### config.mk
export PLATFORM = sky130hd
export DESIGN_NAME = spi_cmd_framer_flat
export DESIGN_NICKNAME = d
export VERILOG_FILES = /design/src/rtl/spi_framer_pkg.sv /design/src/rtl/spi_cmd_framer_if.sv /design/src/rtl/spi_frame_timer.sv /design/src/rtl/spi_cmd_framer.sv /design/src/flat_wrapper.sv
export SDC_FILE = /design/constraint.sdc
export NUM_CORES = 1
export LEC_CHECK = 0
export CAP_MARGIN = 20
export CORE_ASPECT_RATIO = 0.5
export CORE_MARGIN = 2
export CORE_UTILIZATION = 51
export DETAILED_ROUTE_END_ITERATION = 12
export GPL_TIMING_DRIVEN = 0
export PLACE_DENSITY = 0.84
export SLEW_MARGIN = 20
export SYNTH_ARGS = -nofsm -noshare
export SYNTH_HDL_FRONTEND = slang
export SYNTH_SLANG_ARGS = --single-unit
### constraint.sdc
create_clock -name clk -period 1.92 [get_ports clk]
set_input_delay 0.192 -clock clk [delete_from_list [all_inputs] [get_ports clk]]
set_output_delay 0.192 -clock clk [all_outputs]
set_load 0.02 [all_outputs]
### src/rtl/spi_framer_pkg.sv
// Shared constants, codes and FSM encoding for the SPI command framer.
package spi_framer_pkg;

  localparam logic [7:0] HDR_BYTE = 8'hA5;

  typedef enum logic [1:0] {
    ERR_NONE  = 2'b00,
    ERR_HDR   = 2'b01,
    ERR_CHK   = 2'b10,
    ERR_ABORT = 2'b11
  } err_t;

  typedef enum logic [1:0] {
    OP_FUNC = 2'b00,
    OP_A    = 2'b01,
    OP_B    = 2'b10,
    OP_RD   = 2'b11
  } op_t;

  typedef enum logic [1:0] {
    ST_IDLE = 2'b00,
    ST_CMD  = 2'b01,
    ST_DATA = 2'b10,
    ST_CHK  = 2'b11
  } state_t;

  function automatic logic [7:0] sat_inc8(input logic [7:0] v);
    return (v == 8'hFF) ? v : v + 8'd1;
  endfunction

endpackage

### src/rtl/spi_cmd_framer_if.sv
// Byte-receive and configuration-strobe bundle around the SPI command framer.
interface spi_cmd_framer_if;
  logic       rx_valid;
  logic [7:0] rx_byte;
  logic       ss_active;
  logic       cfg_we;
  logic [1:0] cfg_sel;
  logic [7:0] cfg_data;
  logic       rd_strobe;
  logic [7:0] status_byte;
  logic [7:0] err_cnt;

  modport slave (
    input  rx_valid, rx_byte, ss_active,
    output cfg_we, cfg_sel, cfg_data, rd_strobe, status_byte, err_cnt
  );

  modport master (
    output rx_valid, rx_byte, ss_active,
    input  cfg_we, cfg_sel, cfg_data, rd_strobe, status_byte, err_cnt
  );
endinterface

### src/rtl/spi_frame_timer.sv
// Clearable inter-byte timeout counter; expired pulses in the cycle the limit is held.
module spi_frame_timer #(
  parameter int TIMEOUT_CYCLES = 50000
) (
  input  logic clk,
  input  logic reset_n,
  input  logic clr,
  input  logic en,
  output logic expired
);

  localparam int CNT_W = (TIMEOUT_CYCLES > 2) ? $clog2(TIMEOUT_CYCLES) : 1;
  localparam logic [CNT_W-1:0] LAST = CNT_W'(TIMEOUT_CYCLES - 1);

  logic [CNT_W-1:0] cnt;

  assign expired = en && !clr && (cnt == LAST);

  always_ff @(posedge clk) begin
    if (!reset_n || clr || expired) begin
      cnt <= '0;
    end else if (en) begin
      cnt <= cnt + 1'b1;
    end
  end

endmodule

### src/rtl/spi_cmd_framer.sv
// SPI command framer: HDR/CMD/DATA[/CHK] frames to config strobes and status.
// Define SPI_FRAMER_CHKSUM_EN for the 4-byte checksummed frame; default is 3-byte.
module spi_cmd_framer
  import spi_framer_pkg::*;
#(
  parameter int TIMEOUT_CYCLES = 50000
) (
  input  logic              clk,
  input  logic              reset_n,
  spi_cmd_framer_if.slave   bus
);

  state_t     state_q, state_d;
  op_t        op_q;
  logic       commit, err_fire, lat_cmd, expired, busy;
  err_t       err_code, last_err;
  logic [7:0] commit_data;
  logic       cfg_we_q, rd_strobe_q;
  logic [1:0] cfg_sel_q;
  logic [7:0] cfg_data_q, err_cnt_q;
  logic [4:0] frame_cnt;

`ifdef SPI_FRAMER_CHKSUM_EN
  logic       lat_data;
  logic [7:0] data_q, chk_q;
  assign commit_data = data_q;
`else
  assign commit_data = bus.rx_byte;
`endif

  assign busy = (state_q != ST_IDLE);

  spi_frame_timer #(.TIMEOUT_CYCLES(TIMEOUT_CYCLES)) u_timer (
    .clk     (clk),
    .reset_n (reset_n),
    .clr     (bus.rx_valid || !busy),
    .en      (busy),
    .expired (expired)
  );

  always_comb begin
    state_d  = state_q;
    commit   = 1'b0;
    err_fire = 1'b0;
    err_code = ERR_NONE;
    lat_cmd  = 1'b0;
`ifdef SPI_FRAMER_CHKSUM_EN
    lat_data = 1'b0;
`endif
    // Abort outranks any byte arriving in the same cycle.
    if (busy && (!bus.ss_active || expired)) begin
      state_d  = ST_IDLE;
      err_fire = 1'b1;
      err_code = ERR_ABORT;
    end else if (bus.rx_valid) begin
      case (state_q)
        ST_IDLE: begin
          if (bus.ss_active) begin
            if (bus.rx_byte == HDR_BYTE) begin
              state_d = ST_CMD;
            end else begin
              err_fire = 1'b1;
              err_code = ERR_HDR;
            end
          end
        end
        ST_CMD: begin
          lat_cmd = 1'b1;
          state_d = ST_DATA;
        end
        ST_DATA: begin
`ifdef SPI_FRAMER_CHKSUM_EN
          lat_data = 1'b1;
          state_d  = ST_CHK;
`else
          commit   = 1'b1;
          state_d  = ST_IDLE;
`endif
        end
        default: begin
`ifdef SPI_FRAMER_CHKSUM_EN
          if (chk_q == bus.rx_byte) begin
            commit = 1'b1;
          end else begin
            err_fire = 1'b1;
            err_code = ERR_CHK;
          end
`endif
          state_d = ST_IDLE;
        end
      endcase
    end
  end

  always_ff @(posedge clk) begin
    if (!reset_n) begin
      state_q     <= ST_IDLE;
      op_q        <= OP_FUNC;
      cfg_we_q    <= 1'b0;
      rd_strobe_q <= 1'b0;
      cfg_sel_q   <= 2'b00;
      cfg_data_q  <= 8'h00;
      last_err    <= ERR_NONE;
      frame_cnt   <= 5'd0;
      err_cnt_q   <= 8'h00;
`ifdef SPI_FRAMER_CHKSUM_EN
      data_q      <= 8'h00;
      chk_q       <= 8'h00;
`endif
    end else begin
      state_q     <= state_d;
      cfg_we_q    <= commit && (op_q != OP_RD);
      rd_strobe_q <= commit && (op_q == OP_RD);
      if (lat_cmd) op_q <= op_t'(bus.rx_byte[7:6]);
`ifdef SPI_FRAMER_CHKSUM_EN
      // Running XOR so only the final compare is needed in CHK.
      if (lat_cmd)  chk_q <= HDR_BYTE ^ bus.rx_byte;
      if (lat_data) begin
        data_q <= bus.rx_byte;
        chk_q  <= chk_q ^ bus.rx_byte;
      end
`endif
      if (commit) begin
        if (op_q != OP_RD) begin
          cfg_sel_q  <= op_q;
          cfg_data_q <= commit_data;
        end
        frame_cnt <= frame_cnt + 5'd1;
        last_err  <= ERR_NONE;
      end
      if (err_fire) begin
        last_err  <= err_code;
        err_cnt_q <= sat_inc8(err_cnt_q);
      end
    end
  end

  assign bus.cfg_we      = cfg_we_q;
  assign bus.rd_strobe   = rd_strobe_q;
  assign bus.cfg_sel     = cfg_sel_q;
  assign bus.cfg_data    = cfg_data_q;
  assign bus.status_byte = {busy, last_err, frame_cnt};
  assign bus.err_cnt     = err_cnt_q;

endmodule

### src/flat_wrapper.sv
// flat-port wrapper written by rule: the top's interface ports become plain ports
module spi_cmd_framer_flat import spi_framer_pkg::*;
#(
  parameter int TIMEOUT_CYCLES = 50000
)
  (clk, reset_n, bus_rx_valid, bus_rx_byte, bus_ss_active, bus_cfg_we, bus_cfg_sel, bus_cfg_data, bus_rd_strobe, bus_status_byte, bus_err_cnt);
  spi_cmd_framer_if bus_i ();
  input  logic clk;
  input  logic reset_n;
  input wire logic [$bits(bus_i.rx_valid)-1:0] bus_rx_valid;
  input wire logic [$bits(bus_i.rx_byte)-1:0] bus_rx_byte;
  input wire logic [$bits(bus_i.ss_active)-1:0] bus_ss_active;
  output wire logic [$bits(bus_i.cfg_we)-1:0] bus_cfg_we;
  output wire logic [$bits(bus_i.cfg_sel)-1:0] bus_cfg_sel;
  output wire logic [$bits(bus_i.cfg_data)-1:0] bus_cfg_data;
  output wire logic [$bits(bus_i.rd_strobe)-1:0] bus_rd_strobe;
  output wire logic [$bits(bus_i.status_byte)-1:0] bus_status_byte;
  output wire logic [$bits(bus_i.err_cnt)-1:0] bus_err_cnt;
  assign bus_i.rx_valid = bus_rx_valid;
  assign bus_i.rx_byte = bus_rx_byte;
  assign bus_i.ss_active = bus_ss_active;
  assign bus_cfg_we = bus_i.cfg_we;
  assign bus_cfg_sel = bus_i.cfg_sel;
  assign bus_cfg_data = bus_i.cfg_data;
  assign bus_rd_strobe = bus_i.rd_strobe;
  assign bus_status_byte = bus_i.status_byte;
  assign bus_err_cnt = bus_i.err_cnt;
  spi_cmd_framer #(.TIMEOUT_CYCLES(TIMEOUT_CYCLES)) u_core (.clk(clk), .reset_n(reset_n), .bus(bus_i));
endmodule
==> impl_metrics.tcl <==
set metrics [dict create \
    run_status "finished clean" \
    critPathKind "reg -> reg" \
    grtUsageTotal_pct 19.6 \
    floorplan.rows 16 \
    start_kind "register" \
    critPathSlowestCell "dfxtp_1" \
    port_buffers 38 \
    cts_buffer_depth 2 \
    arrival_ns 2.05 \
    viasPerCell 5.37 \
    wl_per_cell_um 13.2 \
    ioPinCount 40 \
    synth_async_sr_flop_share_pct 0 \
    crit_path_max_incr_delay_ns 0.35 \
    clock_latency_ns 0.29 \
    tightest_slew_ns 0.449 \
    final_nets 286 \
    synth_area_um2 2090 \
    coreArea_um2 3920 \
    numCtsBuffers 5 \
    p_leak_nw 1.04 \
    antenna_left 0 \
    synth_top_area_share_pct 45.1 \
    cp_data_required_time_ns 2.15 \
    ys_seq_area_share_pct 45.1 \
    pwr_density_cell_nw_per_um2 614 \
    ys_warn_count 0 \
    yosys_register_bits 47 \
    routed_wl_um 4310 \
    dp.cells 317 \
    initial_utilization_pct 53.2 \
    rsz0062_at_grt "yes" \
    period_minus_slack_ns 1.82 \
    grt_pass1_wl_um 7160 \
    yosysTopAreaCell "dfxtp_1" \
    drcViolationCount 0 \
    post-route-util_pct 68.0 \
    drv_cap 0 \
    synth_area_leaders "dfxtp_1 (45%), mux2i_1 (5.8%), nor2_1 (5.8%)" \
    critPathMaxFanout 9 \
    clkSlewWorstSetupHoldPaths_ns 0.09 \
    crit_top_cell "and3_1" \
    finalCritPeriodShare_pct 95.0 \
    drive_gt1_share_pct 11.4 \
    clock-sinks 47 \
    tns_ns 0 \
    diodes 0 \
    hp-class "in -> reg" \
    synth_edf_count 0 \
    cp_num_buf_inv 0 \
    ys_types 49 \
    die_y_um 49.2 \
    cp_cell_sequence "ha_1 -> and3_1 -> and3_1 -> nand2b_1 -> or3_1 -> a21oi_1" \
    synth_nets 240 \
    hold_buffers 0 \
    die_x_um 94.5 \
    avgSynthCellArea_um2 9.28 \
    htreeDepth 2 \
    final_cell_mix "dfxtp_1 (44), clkdlybuf4s50_1 (37), nor2_1 (32), nand2_1 (19), mux2i_1 (12)" \
    firstDrtPassIters 4 \
    skew_ns 0.00727 \
    worst_setup_path_end_kind "register" \
    finalSetupViolCount 0 \
    irDropWorstVdd_uv 393 \
    die-area_um2 4650 \
    relSlewSlack_pct 69.9 \
    grt_pass1_vias 1596 \
    syn2layout_area_growth_pct 27.9 \
    antenna_found_initial 0 \
    grt_max_degree 14 \
    root_buffer "clkbuf_8" \
    final_hold_viol_count 0 \
    gp_congestion 0.776 \
    slew_viol_final 0 \
    max_freq_mhz 549 \
    mostFrequentLayoutCell "dfxtp_1" \
    synth_cells 225 \
    dr_total_vias 1752 \
    cts_tree "built" \
    hpwl_um 3180 \
    final_cells 326 \
    gr-total-overflow 0 \
    dr.first_iter.drc_count 93 \
    crit_family "simple AND/OR/NAND/NOR gates" \
    synth_top_flop_cell "dfxtp_1" \
]
-- stage by stage --
step / total power, mW / hold slack (ns) / worst slack (ns) / instance area (um^2)
CTS: 1.64 / 0.185 / 0.00385 / 2620
finish: 1.64 / 0.190 / 0.0969 / 2670
floorplan: 1.04 / 0.336 / 0.139 / 2090
global route: 1.71 / 0.202 / -0.0622 / 2670
global placement: 1.08 / 0.430 / -0.192 / 2530
detailed placement: 1.09 / 0.443 / -0.243 / 2530
-- worst paths after layout --
kind,start,endpoint,slack [ns],cells past startpoint
max,u_core.bus.err_cnt[0],u_core.bus.err_cnt[2],0.1,6
min,bus_rx_valid,u_core.u_timer.cnt[2],0.19,2
max reg2reg,u_core.bus.err_cnt[0],u_core.bus.err_cnt[2],0.1,6
min reg2reg,u_core.u_timer.cnt[0],u_core.u_timer.cnt[0],0.46,1
-- flip-flops by register name, summed over array words and instances, names as in the netlist --
name	flops
u_core.bus.cfg_data	8
u_core.bus.err_cnt	8
u_core.state_q	2
u_core.bus.rd_strobe	1
u_core.frame_cnt	5
u_core.last_err	2
u_core.bus.cfg_we	1
u_core.op_q	2
u_core.u_timer.cnt	16
u_core.bus.cfg_sel	2
-- power by group --
| part | leakage, nW | switching (mW) | total, mW | internal [mW] |
|---|---|---|---|---|
| logic | 0.621 | 0.0458 | 0.0887 | 0.0429 |
| registers | 0.380 | 0.00348 | 0.981 | 0.977 |
| clock network | 0.0422 | 0.314 | 0.571 | 0.256 |
-- kinds of logic (layout without fill, tap and decap cells) --
family	after synthesis	in the layout	synth area share (%)
buffers and inverters	15	62	3.78
multiplexers	12	12	5.76
AND/OR/NAND/NOR	102	102	26.4
flip-flops	47	47	45.1
AO/OA/AOI/OAI	29	29	10.1
adder cells (fa/ha/maj)	3	3	1.80
XOR/XNOR	17	17	7.13
-- synthesized netlist by cell type (2+ instances only) --
master / instances
a21oi_1: 9
and2_1: 3
and3_1: 6
buf_2: 3
buf_6: 2
clkbuf_1: 4
dfxtp_1: 47
ha_1: 3
inv_1: 3
inv_2: 2
mux2i_1: 12
nand2_1: 20
nand2b_1: 4
nand3_1: 10
nand4_1: 7
nor2_1: 32
nor3_1: 3
nor4bb_1: 2
o21ai_1: 4
o311ai_1: 2
o31ai_1: 2
or3_1: 3
xnor2_1: 6
xor2_1: 11
-- cell type report --
| type | count | area, um^2 |
|---|---|---|
| multi-input combinational | 163 | 1100 |
| fill | 295 | 1250 |
| sequential | 47 | 945 |
| tap | 54 | 67.6 |
| buffer | 9 | 56.3 |
| clock inverter | 1 | 5.00 |
| timing repair buffer | 40 | 398 |
| inverter | 5 | 18.8 |
| clock buffer | 7 | 76.3 |
-- metal layers --
layer | part of all wire (%) | GRT usage, %
met5 | 0 | 0
met4 | 0.95 | 7.00
met3 | 3.1 | 5.56
met2 | 48 | 31.2
met1 | 48 | 25.5
-- worst reg2reg max path, cell delays in order, from the launching register on --
cell	delay (ns)
dfxtp_1	0.35
ha_1	0.22
and3_1	0.22
and3_1	0.29
nand2b_1	0.20
or3_1	0.31
a21oi_1	0.16
-- timing repair --
item                       in CTS  in global routing
gates resized for setup         0                 10
buffers inserted                0                  2
setup endpoints to repair       0                 17
(Power assumes the default switching activity.)
